File: config.mk
export PLATFORM = sky130hd
export DESIGN_NAME = downsample_scheduler_flat
export DESIGN_NICKNAME = d
export VERILOG_FILES = /design/src/rtl/downsample_scheduler_if.sv /design/src/rtl/downsample_scheduler.sv /design/src/flat_wrapper.sv
export SDC_FILE = /design/constraint.sdc
export NUM_CORES = 1
export LEC_CHECK = 0
export CORE_ASPECT_RATIO = 0.75
export CORE_MARGIN = 2
export CORE_UTILIZATION = 55
export CTS_CLUSTER_SIZE = 14
export DETAILED_ROUTE_END_ITERATION = 16
export PLACE_DENSITY = 0.82
export SETUP_SLACK_MARGIN = 0.05
export SLEW_MARGIN = 30
export SYNTH_ARGS = -nofsm -noshare
export SYNTH_HDL_FRONTEND = slang
export SYNTH_SLANG_ARGS = --single-unit
File: constraint.sdc
create_clock -name clk -period 9.35 [get_ports clk]
set_clock_uncertainty 0.2 [all_clocks]
set_input_delay 1.87 -clock clk [delete_from_list [all_inputs] [get_ports clk]]
set_output_delay 1.87 -clock clk [all_outputs]
set_load 0.03 [all_outputs]
File: src/rtl/downsample_scheduler_if.sv
// Feature-map buffer port bundle: ifmap read request/response and ofmap write channels.
// The scheduler connects through master and the SRAM wrappers connect through slave.
interface downsample_scheduler_if #(
   parameter int RD_ADDR_W = 10,
   parameter int WR_ADDR_W = 9,
   parameter int DATA_W    = 8
);
   logic                 rd_req_valid;
   logic                 rd_req_ready;
   logic [RD_ADDR_W-1:0] rd_addr;
   logic                 rd_rsp_valid;
   logic [DATA_W-1:0]    rd_rsp_data;
   logic                 wr_valid;
   logic                 wr_ready;
   logic [WR_ADDR_W-1:0] wr_addr;
   logic [DATA_W-1:0]    wr_data;

   modport master (
      output rd_req_valid, rd_addr, wr_valid, wr_addr, wr_data,
      input  rd_req_ready, rd_rsp_valid, rd_rsp_data, wr_ready
   );

   modport slave (
      input  rd_req_valid, rd_addr, wr_valid, wr_addr, wr_data,
      output rd_req_ready, rd_rsp_valid, rd_rsp_data, wr_ready
   );
endinterface

File: src/rtl/downsample_scheduler.sv
// Fractional-stride nearest-neighbour downsample sequencer: one ifmap read, one ofmap write per pixel.
// Build option DOWNSAMPLE_ROUND_NEAREST_EN selects round-half-up source indexing instead of floor.
//
//   state | meaning
//   IDLE  | waiting for start
//   REQ   | read request presented, waiting for rd_req_ready
//   WAIT  | read outstanding, waiting for rd_rsp_valid
//   WRITE | write presented, waiting for wr_ready
//   DONE  | one-cycle completion pulse
module downsample_scheduler #(
   parameter int HIN       = 27,
   parameter int HOUT      = 19,
   parameter int DATA_W    = 8,
   parameter int FRAC_W    = 8,
   parameter int STRIDE_Q  = 370,
   parameter int RD_ADDR_W = $clog2(HIN*HIN),
   parameter int WR_ADDR_W = $clog2(HOUT*HOUT)
) (
   input  logic clk,
   input  logic rst,
   input  logic start,
   output logic busy,
   output logic done,
   downsample_scheduler_if.master fm
);
   localparam int ACC_W = $clog2(HOUT*STRIDE_Q) + 1;
   localparam int CNT_W = $clog2(HOUT);
   localparam int SRC_W = $clog2(HIN);
   localparam int Q_W   = ACC_W - FRAC_W + 1;
   localparam logic [CNT_W-1:0] LAST = CNT_W'(HOUT-1);

   typedef enum logic [2:0] {IDLE, REQ, WAIT, WRITE, DONE} state_t;

   state_t state, state_nxt;

   logic [CNT_W-1:0]     out_row, out_col, row_nxt, col_nxt;
   logic [ACC_W-1:0]     row_acc, col_acc, row_acc_nxt, col_acc_nxt;
   logic                 last;
   logic [RD_ADDR_W-1:0] rd_addr_nxt;
   logic [WR_ADDR_W-1:0] wr_addr_nxt;

   function automatic logic [SRC_W-1:0] src_of(input logic [ACC_W-1:0] acc);
      logic [ACC_W:0] sum;
      logic [Q_W-1:0] q;
`ifdef DOWNSAMPLE_ROUND_NEAREST_EN
      sum = {1'b0, acc} + (ACC_W+1)'(2**(FRAC_W-1));
`else
      sum = {1'b0, acc};
`endif
      q = Q_W'(sum >> FRAC_W);
      if (q > Q_W'(HIN-1))
         return SRC_W'(HIN-1);
      return q[SRC_W-1:0];
   endfunction

   // Coordinates and addresses of the pixel after the current one.
   always_comb begin
      last = (out_row == LAST) && (out_col == LAST);
      if (out_col == LAST) begin
         col_nxt     = '0;
         col_acc_nxt = '0;
         row_nxt     = out_row + 1'b1;
         row_acc_nxt = row_acc + ACC_W'(STRIDE_Q);
      end else begin
         col_nxt     = out_col + 1'b1;
         col_acc_nxt = col_acc + ACC_W'(STRIDE_Q);
         row_nxt     = out_row;
         row_acc_nxt = row_acc;
      end
      rd_addr_nxt = RD_ADDR_W'(src_of(row_acc_nxt)) * RD_ADDR_W'(HIN)
                  + RD_ADDR_W'(src_of(col_acc_nxt));
      wr_addr_nxt = WR_ADDR_W'(row_nxt) * WR_ADDR_W'(HOUT) + WR_ADDR_W'(col_nxt);
   end

   always_ff @(posedge clk) begin
      if (rst)
         state <= IDLE;
      else
         state <= state_nxt;
   end

   always_comb begin
      state_nxt = state;
      case (state)
         IDLE:    if (start)           state_nxt = REQ;
         REQ:     if (fm.rd_req_ready) state_nxt = WAIT;
         WAIT:    if (fm.rd_rsp_valid) state_nxt = WRITE;
         WRITE:   if (fm.wr_ready)     state_nxt = last ? DONE : REQ;
         DONE:                         state_nxt = IDLE;
         default:                      state_nxt = IDLE;
      endcase
   end

   always_comb begin
      busy            = (state == REQ) || (state == WAIT) || (state == WRITE);
      done            = (state == DONE);
      fm.rd_req_valid = (state == REQ);
      fm.wr_valid     = (state == WRITE);
   end

   // Addresses are loaded on entry to REQ so they are stable before either valid rises.
   always_ff @(posedge clk) begin
      if (rst) begin
         out_row    <= '0;
         out_col    <= '0;
         row_acc    <= '0;
         col_acc    <= '0;
         fm.rd_addr <= '0;
         fm.wr_addr <= '0;
         fm.wr_data <= '0;
      end else begin
         case (state)
            IDLE: if (start) begin
               out_row    <= '0;
               out_col    <= '0;
               row_acc    <= '0;
               col_acc    <= '0;
               fm.rd_addr <= '0;
               fm.wr_addr <= '0;
            end
            WAIT: if (fm.rd_rsp_valid)
               fm.wr_data <= DATA_W'(fm.rd_rsp_data);
            WRITE: if (fm.wr_ready && !last) begin
               out_row    <= row_nxt;
               out_col    <= col_nxt;
               row_acc    <= row_acc_nxt;
               col_acc    <= col_acc_nxt;
               fm.rd_addr <= rd_addr_nxt;
               fm.wr_addr <= wr_addr_nxt;
            end
            default: ;
         endcase
      end
   end
endmodule

File: src/flat_wrapper.sv
// flat-port wrapper written by rule: the top's interface ports become plain ports
module downsample_scheduler_flat 
#(
   parameter int HIN       = 27,
   parameter int HOUT      = 19,
   parameter int DATA_W    = 8,
   parameter int FRAC_W    = 8,
   parameter int STRIDE_Q  = 370,
   parameter int RD_ADDR_W = $clog2(HIN*HIN),
   parameter int WR_ADDR_W = $clog2(HOUT*HOUT)
)
  (clk, rst, start, busy, done, fm_rd_req_valid, fm_rd_addr, fm_wr_valid, fm_wr_addr, fm_wr_data, fm_rd_req_ready, fm_rd_rsp_valid, fm_rd_rsp_data, fm_wr_ready);
  downsample_scheduler_if #(.RD_ADDR_W(RD_ADDR_W), .WR_ADDR_W(WR_ADDR_W), .DATA_W(DATA_W)) fm_i ();
  input  logic clk;
  input  logic rst;
  input  logic start;
  output logic busy;
  output logic done;
  output wire logic [$bits(fm_i.rd_req_valid)-1:0] fm_rd_req_valid;
  output wire logic [$bits(fm_i.rd_addr)-1:0] fm_rd_addr;
  output wire logic [$bits(fm_i.wr_valid)-1:0] fm_wr_valid;
  output wire logic [$bits(fm_i.wr_addr)-1:0] fm_wr_addr;
  output wire logic [$bits(fm_i.wr_data)-1:0] fm_wr_data;
  input wire logic [$bits(fm_i.rd_req_ready)-1:0] fm_rd_req_ready;
  input wire logic [$bits(fm_i.rd_rsp_valid)-1:0] fm_rd_rsp_valid;
  input wire logic [$bits(fm_i.rd_rsp_data)-1:0] fm_rd_rsp_data;
  input wire logic [$bits(fm_i.wr_ready)-1:0] fm_wr_ready;
  assign fm_rd_req_valid = fm_i.rd_req_valid;
  assign fm_rd_addr = fm_i.rd_addr;
  assign fm_wr_valid = fm_i.wr_valid;
  assign fm_wr_addr = fm_i.wr_addr;
  assign fm_wr_data = fm_i.wr_data;
  assign fm_i.rd_req_ready = fm_rd_req_ready;
  assign fm_i.rd_rsp_valid = fm_rd_rsp_valid;
  assign fm_i.rd_rsp_data = fm_rd_rsp_data;
  assign fm_i.wr_ready = fm_wr_ready;
  downsample_scheduler #(.HIN(HIN), .HOUT(HOUT), .DATA_W(DATA_W), .FRAC_W(FRAC_W), .STRIDE_Q(STRIDE_Q), .RD_ADDR_W(RD_ADDR_W), .WR_ADDR_W(WR_ADDR_W)) u_core (.clk(clk), .rst(rst), .start(start), .busy(busy), .done(done), .fm(fm_i));
endmodule
Yosys cells after proc, flatten, opt, wreduce, memory -nomap -nowiden

Index checks and enable logic that the tools add are counted.
W data, S select, Z words.

Flip-flop bits (word level): 68
Output and inout port bits: 31
Logic and storage cells: 74

Add/subtract/negate cells: 6
Multipliers: 2
Order comparisons: 2
Equality and inequality tests: 12
Muxes and demuxes: 32
Reduce and logical (&&, ||, !) cells: 11

Operators by type and width:

| kind                    | number |
|---|---|
| $mux W14                | 5 |
| $pmux W14 S2            | 2 |
| $mux W5                 | 9 |
| $add A14 B9 Y14 const B | 2 |
| $mux W10                | 2 |
| $pmux W10 S2            | 1 |
| $pmux W5 S2             | 2 |
| $mux W9                 | 2 |
| $pmux W9 S2             | 1 |
| $mux W3                 | 5 |
| $gt A6 B5 Y1 const B    | 2 |
| $pmux W3 S4             | 1 |
| $add A10 B5 Y10         | 1 |
| $add A5 B1 Y5 const B   | 2 |
| $eq A5 B5 Y1 const B    | 2 |
| $mul A5 B5 Y10 const B  | 1 |
| $add A9 B5 Y9           | 1 |
| $mul A5 B5 Y9 const B   | 1 |
| $ne A2 B1 Y1 const B    | 4 |
| $reduce_and A4 Y1       | 2 |
| $eq A3 B2 Y1 const B    | 2 |
| $ne A2 B2 Y1 const B    | 2 |
| $eq A3 B1 Y1 const B    | 1 |
| $eq A3 B3 Y1 const B    | 1 |
| other kinds (8)         | 11 |

Logic depth before layout (Yosys ltp)

Gate-level depths: netlist of the first run.

Depth in word-level cells: 9
Mapped depth: 21

Worst setup path after synthesis of the first run

OpenSTA, ideal clock, no wires.

Path type: register to register
Start: reg u_core.row_acc[1]
End: reg u_core.fm.rd_addr[8]
Library setup time: 128 ps
Arrival: 4275 ps
Setup slack: 4748 ps
Cell stages (with the launch flop): 18
Clock period less this slack: 4602 ps
Path through: dfxtp_1 -> ha_1 -> a2111o_1 -> a21oi_2 -> nor4_2 -> xnor2_2 -> and2_1 -> inv_1 -> fa_1 -> ha_1 -> fa_1 -> ha_1 -> a21o_1 -> a21oi_1 -> o21ai_0 -> xor2_1 -> a22oi_1 -> nor2_1

Word-level cells in the longest chain between the ends: 9

Ends and longest elaborated chain:

| item                   | RTL line                      | source |
|---|---|---|
| from (decl)            | downsample_scheduler.sv:37    | `logic [ACC_W-1:0] row_acc, col_acc, row_acc_nxt, col_acc_nxt;` |
| from (signal assigned) | downsample_scheduler.sv:126   | `row_acc <= row_acc_nxt;` |
| $add A14 B9 Y14 *      | downsample_scheduler.sv:63    | `row_acc_nxt = row_acc + ACC_W'(STRIDE_Q);` |
| $mux W14 *             | downsample_scheduler.sv:59    | `if (out_col == LAST) begin` |
| $gt A6 B5 Y1           | downsample_scheduler.sv:51    | `if (q > Q_W'(HIN-1))` |
| $mux W1                | downsample_scheduler.sv:51    |  |
| $mux W5 *              | downsample_scheduler.sv:53    | `return q[SRC_W-1:0];` |
| $mul A5 B5 Y10 *       | downsample_scheduler.sv:70    | `rd_addr_nxt = RD_ADDR_W'(src_of(row_acc_nxt)) * RD_ADDR_W'(HIN)` |
| $add A10 B5 Y10 *      | downsample_scheduler.sv:71    | `+ RD_ADDR_W'(src_of(col_acc_nxt));` |
| $mux W10 *             | downsample_scheduler.sv:123   | `WRITE: if (fm.wr_ready && !last) begin` |
| $pmux W10 S2 *         | downsample_scheduler.sv:112   | `case (state)` |
| to (signal assigned)   | downsample_scheduler.sv:128   | `fm.rd_addr <= rd_addr_nxt;` |
| to (decl)              | downsample_scheduler_if.sv:19 | `output rd_req_valid, rd_addr, wr_valid, wr_addr, wr_data,` |

Mark *: on every way between the ends. The rest lies on a longest branch, timed or not. The select of a mux whose other input is x is not followed.
A chain may end at the register's enable or synchronous reset.

Final worst setup path of the first run

Start: reg u_core.out_col[0]
End: reg u_core.fm.rd_addr[9]

Word-level cells in the longest chain between the ends: 9
Elaborated cells on any way between the ends: 18
Those cells by class: 1 x add/sub; 1 x mul; 2 x order compare; 2 x eq/ne; 8 x mux; 4 x reduce/logical

Ends and longest elaborated chain:

| item                   | RTL line                                               | source |
|---|---|---|
| from (decl)            | downsample_scheduler.sv:36                             | `logic [CNT_W-1:0] out_row, out_col, row_nxt, col_nxt;` |
| from (signal assigned) | downsample_scheduler.sv:125                            | `out_col <= col_nxt;` |
| $eq A5 B5 Y1 *         | downsample_scheduler.sv:58, downsample_scheduler.sv:59 |  |
| $mux W14               | downsample_scheduler.sv:59                             |  |
| $gt A6 B5 Y1           | downsample_scheduler.sv:51                             |  |
| $mux W1                | downsample_scheduler.sv:51                             |  |
| $mux W5                | downsample_scheduler.sv:53                             |  |
| $mul A5 B5 Y10         | downsample_scheduler.sv:70                             |  |
| $add A10 B5 Y10        | downsample_scheduler.sv:71                             |  |
| $mux W10               | downsample_scheduler.sv:123                            |  |
| $pmux W10 S2           | downsample_scheduler.sv:112                            |  |

Marks and branches as above.

==> qor.yml, run 1 <==
final_layout:
  synthToLayoutAreaGrowth_pct: 14.6
  drive_above_1_share: 0.0741
  nets: 617
  n_antenna_cell: 0
  final_cells: 658
sta:
  fin_crit_sh: 0.606
  worst_pin_slew_ns: 0.935
  finalSetupTns_ns: 0
  slew_headroom: 0.375
  hold_viol: 0
  max_freq_mhz: 177
  slew_violations: 0
  min_period_ns: 5.66
  setup_viol: 0
  rsz0062_at_grt: "false"
clock_network:
  cts_hold_buf: 0
  numClockSinks: 66
  postCtsSetupRepairBufs: 0
  clockRootBuffer: "clkbuf_8"
  cts_resized: 0
  clk_pin_slew_ns: 0.07
  cts_tree: "yes"
  h-tree-depth: 3
  cts_buffers: 9
  clk_latency_ns: 0.35
  clockBufferDepth: 2
floorplanning:
  start_util: 0.572
  dieArea_um2: 9060
  rows: 28
  coreArea_um2: 7990
  die_h_um: 82.9
  fp.dieW_um: 109
  ioPinCount: 45
setup_path:
  timing.rr.start: "u_core.out_col[0]$_SDFFE_PP0P_"
  reg2reg_to: "u_core.fm.rd_addr[9]$_SDFFE_PP0P_"
  crit_buf_inv: 3
  ff2ff_setup_slack_ns: 3.69
  max_stage_delay_ns: 0.74
  critPathKind: "flop to flop"
  cp.arrival_ns: 5.76
  slowest_stage: "nand4bb_1"
  endpoint_kind: "flop"
  r2r_cells: 18
  cp_cell_sequence: "inv_1 > ha_1 > nand4bb_1 > or3_1 > o211ai_2 > o21ai_2 > o211ai_1 > ha_1 > inv_1 > fa_1 > fa_1 > inv_1 > ha_1 > o21a_1 > a21oi_1 > a21oi_1 > nor4b_1 > a221o_1"
  crit_path_start_kind: "flop"
  cp_max_fo: 20
  path_delay_family: "adder cells"
  critPathRequiredTime_ns: 9.45
logic_synthesis:
  avgSynthCellArea_um2: 8.82
  synth_fp_nets: 587
  synth_ff_type: "dfxtp_1"
  synth_edf_count: 0
  syn-instance-count: 518
  post-synth-top-area-cell: "dfxtp_1"
  ys_async_sr_fraction: 0
  yosysWarnings: 0
  synthTopCellsByArea: "dfxtp_1 (29%), ha_1 (12%), nor2_1 (6.2%)"
  synth_cell_type_count: 70
  ys_seq_area_frac: 0.289
  netlist.area_leader.share: 0.289
  synth_area_um2: 4570
  ys_ff_latch: 66
global_routing:
  track_usage: 0.255
  grt_pass1_vias: 3858
  grt_pass1_wl_um: 18700
  grt-ovfl-total: 0
  antenna_found_initial: 0
  grt_max_degree: 67
hold_path:
  min-delay-start: "u_core.fm.rd_addr[6]$_SDFFE_PP0P_"
  min_path_cells: 2
  hold_class: "flop to flop"
  min_to: "u_core.fm.rd_addr[6]$_SDFFE_PP0P_"
place:
  place_congestion: 0.920
  dpl.hpwl_um: 7780
  io_buffers: 44
  place_inst: 642
power_and_ir_drop:
  p_leak_uw: 0.00218
  peakVddDrop_mv: 0.0905
  pwr-share-comb: 0.242
  powerDensity_nw_per_um2: 143
  power.share.clock: 0.330
  finalPower_uw: 748
  pwr-share-seq: 0.428
  internal-power_uw: 507
  sw_frac_of_total: 0.322
  p_sw_uw: 241
detailed_routing:
  firstDrtPassIters: 5
  drc: 0
  via_per_inst: 5.94
  wl_per_cell_um: 16.3
  postRouteAntennaNets: 0
  vias: 3906
  drtIter0Drc: 239
  wirelength_um: 10800
outcome:
  status: "finished, final reports clean"
job:
  drv_cap: 0
[cell type report]
| type | count | area (um^2) |
|---|---|---|
| Multi-Input combinational cell | 393 | 3010 |
| Sequential cell | 66 | 1320 |
| Clock buffer | 14 | 163 |
| Fill cell | 654 | 2750 |
| Tap cell | 105 | 131 |
| Timing Repair Buffer | 48 | 465 |
| Inverter | 30 | 113 |
| Clock inverter | 2 | 35.0 |
[logic make-up (layout without fill, tap and decap cells)]
logic type,count (synthesis),after routing,share of synthesized area
AOI/OAI and AO/OA,110,110,0.175
xor gates and xnor gates,36,36,0.0764
adders and majority gates,55,55,0.172
buffers and inverters,59,94,0.0561
DFF,66,66,0.289
muxes,12,12,0.0263
and+or+nand+nor,180,180,0.205
[power groups by stage]
stage / clock network [uW] / registers, uW / logic [uW]
2_1_floorplan: 0 / 319 / 143
3_3_place_gp: 0 / 324 / 175
3_5_place_dp: 0 / 325 / 179
4_1_cts: 251 / 319 / 181
5_1_grt: 264 / 322 / 197
6_report: 247 / 320 / 181
[cell usage after synthesis (3+ instances only)]
cell type and count:
a21oi_1 29, a22oi_1 24, a31oi_1 3, a32oi_1 3, and2_1 4, and3_1 3
buf_2 16, clkbuf_1 9, dfxtp_1 66, fa_1 13, ha_1 42, inv_1 30
mux2i_1 12, nand2_1 27, nand2b_1 4, nand3_1 10, nand3b_1 3, nand4_1 5
nor2_1 75, nor2b_1 4, nor3_1 18, nor3_2 3, nor4_1 3, o211ai_1 4
o21a_1 5, o21ai_0 11, or3_1 4, xnor2_1 21, xor2_1 12
[placed cells by master, fill, tap and decap left out, drive strengths merged, types with 10 or more instances in the layout]
| cell type | instances |
|---|---|
| nand3 | 10 |
| nand2 | 27 |
| xnor2 | 23 |
| nor3 | 21 |
| inv | 30 |
| fa | 13 |
| ha | 42 |
| a22oi | 24 |
| xor2 | 13 |
| nor2 | 75 |
| clkdlybuf4s50 | 43 |
| o21ai | 15 |
| a21oi | 30 |
| mux2i | 12 |
| dfxtp | 66 |
| clkbuf | 14 |
[worst register-to-register path: stages (launching register included)]
cell and delay, ns:
dfxtp_1 0.36, inv_1 0.08, ha_1 0.18, nand4bb_1 0.74, or3_1 0.67, o211ai_2 0.19, o21ai_2 0.11, o211ai_1 0.32
ha_1 0.31, inv_1 0.08, fa_1 0.44, fa_1 0.55, inv_1 0.04, ha_1 0.33, o21a_1 0.18, a21oi_1 0.23
a21oi_1 0.14, nor4b_1 0.30, a221o_1 0.16
[sequential cells by signal, indices dropped and copies added, names as in the netlist]
register           count
u_core.row_acc        13
u_core.col_acc        13
u_core.out_col         5
u_core.state           3
u_core.fm.wr_addr      9
u_core.fm.rd_addr     10
u_core.fm.wr_data      8
u_core.out_row         5
[how the worst max path moves through the flow]
stage | start | end | cells after the start
after global placement | u_core.out_col[0]$_SDFFE_PP0P_ | u_core.fm.rd_addr[9]$_SDFFE_PP0P_ | 18
after floorplan | u_core.row_acc[1]$_SDFFE_PP0P_ | u_core.fm.rd_addr[8]$_SDFFE_PP0P_ | 17
after CTS | u_core.out_col[0]$_SDFFE_PP0P_ | u_core.fm.rd_addr[9]$_SDFFE_PP0P_ | 18
after detailed placement | u_core.out_col[0]$_SDFFE_PP0P_ | u_core.fm.rd_addr[9]$_SDFFE_PP0P_ | 18
after global routing | u_core.out_col[0]$_SDFFE_PP0P_ | u_core.fm.rd_addr[9]$_SDFFE_PP0P_ | 18
final | u_core.out_col[0]$_SDFFE_PP0P_ | u_core.fm.rd_addr[9]$_SDFFE_PP0P_ | 18
[per-stage QoR]
stage / util / instance area, um^2 / setup slack [ns] / hold WS, ns
after floorplan: - / 4570 / 4.75 / 0.284
after detailed placement: 0.631 / 5040 / 3.78 / 0.246
after CTS: 0.655 / 5240 / 3.74 / 0.256
after global placement: 0.630 / 5030 / 4.08 / 0.244
after global routing: 0.655 / 5240 / 3.27 / 0.278
final: 0.655 / 5240 / 3.69 / 0.255
[layer usage]
metal / global-route usage / share of wire / vias to the layer above
met5: 0 / 0 / -
met4: 0.0667 / 0.015 / 0
met3: 0.0557 / 0.054 / 19
met2: 0.411 / 0.48 / 113
met1: 0.346 / 0.45 / 1883
li1: - / - / 1891
(Power assumes the default switching activity.)
==> run 2, diff against run 1 <==
- CORE_UTILIZATION: 55 -> 52
- clock period: 9.35 -> 5.2 ns (I/O delays scaled with it)
==> qor.yml, run 2 (synthesis results as in run 1) <==
outcome:
  status: "finished, final reports clean"
sta:
  min_period_ns: 4.97  # -0.696 ns
  rsz0062_at_grt: "false"
  slew_headroom: 0.368  # -0.00732
  finalSetupTns_ns: 0  # unchanged
  max_freq_mhz: 201  # +14%
  fin_hold_ws_ns: 0.259  # +0.00470 ns
  fin_crit_sh: 0.955  # +0.350
  setup_viol: 0  # unchanged
  hold_viol: 0  # unchanged
  worst_pin_slew_ns: 0.946  # +0.0110 ns
  slew_violations: 0  # unchanged
floorplanning:
  rows: 29  # +3.6%
  ioPinCount: 45  # unchanged
  die_h_um: 85.2  # +2.7%
  fp.dieW_um: 112  # +2.7%
  start_util: 0.538  # -0.0339
  dieArea_um2: 9560  # +5.5%
  coreArea_um2: 8490  # +6.3%
global_routing:
  grt_pass1_wl_um: 19100  # +1.9%
  track_usage: 0.243  # -0.0116
  antenna_found_initial: 0  # unchanged
  grt_max_degree: 47  # -30%
  grt_pass1_vias: 4035  # +4.6%
  grt-ovfl-total: 0  # unchanged
hold_path:
  hold_class: "flop to flop"
  min_to: "u_core.fm.wr_addr[6]$_SDFFE_PP0P_"
  min-delay-start: "u_core.fm.wr_addr[6]$_SDFFE_PP0P_"
  min_path_cells: 2  # unchanged
setup_path:
  critPathKind: "flop to flop"
  critPathRequiredTime_ns: 5.22  # -4.23 ns
  cp_max_fo: 8  # -60%
  timing.rr.start: "u_core.row_acc[1]$_SDFFE_PP0P_"
  ff2ff_setup_slack_ns: 0.23  # -3.45 ns
  cp.arrival_ns: 4.99  # -0.77 ns
  reg2reg_to: "u_core.fm.rd_addr[9]$_SDFFE_PP0P_"
  endpoint_kind: "flop"
  r2r_cells: 17  # -1
  crit_path_start_kind: "flop"
final_layout:
  seqCellArea_um2: 1320  # unchanged
  reg_top3: "u_core.col_acc x13, u_core.row_acc x13, u_core.fm.rd_addr x10"
  fin_area_um2: 5390  # +2.9%
  mostFrequentLayoutCells: "nor2_1 (75), dfxtp_1 (66), clkdlybuf4s50_1 (43), ha_1 (42), inv_1 (30)"
  synthToLayoutAreaGrowth_pct: 17.9
  fillers: 686  # +4.9%
  final_common_cell: "nor2_1"
  multi_input_area_um2: 3030  # +0.71%
  n_antenna_cell: 0  # unchanged
  nets: 623  # +0.97%
  drive_above_1_share: 0.100  # +0.0260
power_and_ir_drop:
  internal-power_uw: 1000  # +97%
  pwr-share-comb: 0.223  # -0.019
  powerDensity_nw_per_um2: 273  # +91%
  finalPower_uw: 1470  # +97%
  sw_frac_of_total: 0.321  # -0.00111
  p_sw_uw: 473  # +96%
  peakVddDrop_mv: 0.192  # +110%
  p_leak_uw: 0.00224  # +2.9%
  pwr-share-seq: 0.391  # -0.037
  power.share.clock: 0.386  # +0.056
clock_network:
  cts_hold_buf: 0  # unchanged
  clk_latency_ns: 0.33  # -0.02 ns
  clockRootBuffer: "clkbuf_16"
  h-tree-depth: 3  # unchanged
  clk_pin_slew_ns: 0.06  # about the same
  clockBufferDepth: 2  # unchanged
  cts_buffers: 9  # unchanged
  cts_tree: "yes"
  numClockSinks: 66  # unchanged
detailed_routing:
  wl_per_cell_um: 16.7  # +2.3%
  firstDrtPassIters: 5  # unchanged
  drtIter0Drc: 283  # +18%
  wirelength_um: 11200  # +3.7%
  postRouteAntennaNets: 0  # unchanged
  vias: 3949  # +1.1%
  drc: 0  # unchanged
  via_per_inst: 5.92  # -0.26%
place:
  place_congestion: 0.959  # +4.2%
  placed_cell_area_um2: 5080  # +0.82%
  io_buffers: 44  # unchanged
  dpl.hpwl_um: 8030  # +3.2%
job:
  drv_cap: 0  # unchanged
run 2: stage by stage:
step	worst slack, ns	util	std cells
after floorplan	0.598	-	518
after global placement	0.397	0.597	650
after detailed placement	0.229	0.598	650
after CTS	0.208	0.631	666
after global routing	0.000354	0.635	667
final	0.233	0.635	667
run 2: layout make-up:
type,count,area share
Multi-Input combinational cell,393,0.562
Inverter,30,0.0209
Clock inverter,6,0.00766
Timing Repair Buffer,54,0.0948
Tap cell,108,0.0251
Clock buffer,10,0.0444
Sequential cell,66,0.245
run 2: how the worst max path moves through the flow:
stage                                        start                                end  slack, ns  depth (start not counted)
floorplan           u_core.row_acc[1]$_SDFFE_PP0P_  u_core.fm.rd_addr[8]$_SDFFE_PP0P_       0.60                         17
detailed placement  u_core.row_acc[1]$_SDFFE_PP0P_  u_core.fm.rd_addr[8]$_SDFFE_PP0P_       0.23                         17
finish              u_core.row_acc[1]$_SDFFE_PP0P_  u_core.fm.rd_addr[9]$_SDFFE_PP0P_       0.23                         17
global route        u_core.row_acc[1]$_SDFFE_PP0P_  u_core.fm.rd_addr[9]$_SDFFE_PP0P_     0.0004                         18
CTS                 u_core.row_acc[1]$_SDFFE_PP0P_  u_core.fm.rd_addr[8]$_SDFFE_PP0P_       0.21                         17
global placement    u_core.row_acc[1]$_SDFFE_PP0P_  u_core.fm.rd_addr[8]$_SDFFE_PP0P_       0.40                         17
run 2: critical path, stage by stage, from the launching register on:
cell      delay, ns
dfxtp_1        0.34
ha_1           0.25
a2111o_1       0.47
a21oi_2        0.22
nor4_2         0.09
xnor2_2        0.35
buf_4          0.18
o211ai_1       0.14
ha_1           0.32
inv_1          0.05
fa_1           0.51
fa_1           0.56
inv_1          0.05
ha_1           0.35
o21a_1         0.20
a21oi_2        0.19
a21oi_2        0.09
a221o_1        0.31
run 2: power by group through the flow:
stage          logic (uW)  clock network [uW]  registers (uW)
2_1_floorplan         257                   0             574
3_3_place_gp          312                   0             583
3_5_place_dp          324                   0             585
4_1_cts               327                 578             575
5_1_grt               358                 599             579
6_report              328                 569             576
run 2: routing by layer:
layer  vias up  routed length, um  GRT usage
met5         -                  0          0
met4         0                249     0.0942
met3        31                668     0.0536
met2       124               5400      0.413
met1      1896               4830      0.305
li1       1898                  -          -
run 2: what timing repair did:
item | in CTS | in global routing
buffers inserted | 0 | 1
resized for setup | 0 | 6
setup endpoints to repair | 0 | 3
==> run 3, diff against run 2 <==
- ABC_CLOCK_PERIOD_IN_PS: unset -> 5200
==> results of run 3 <==
No change in the layout: final DEF, timing and power equal those of run 2.
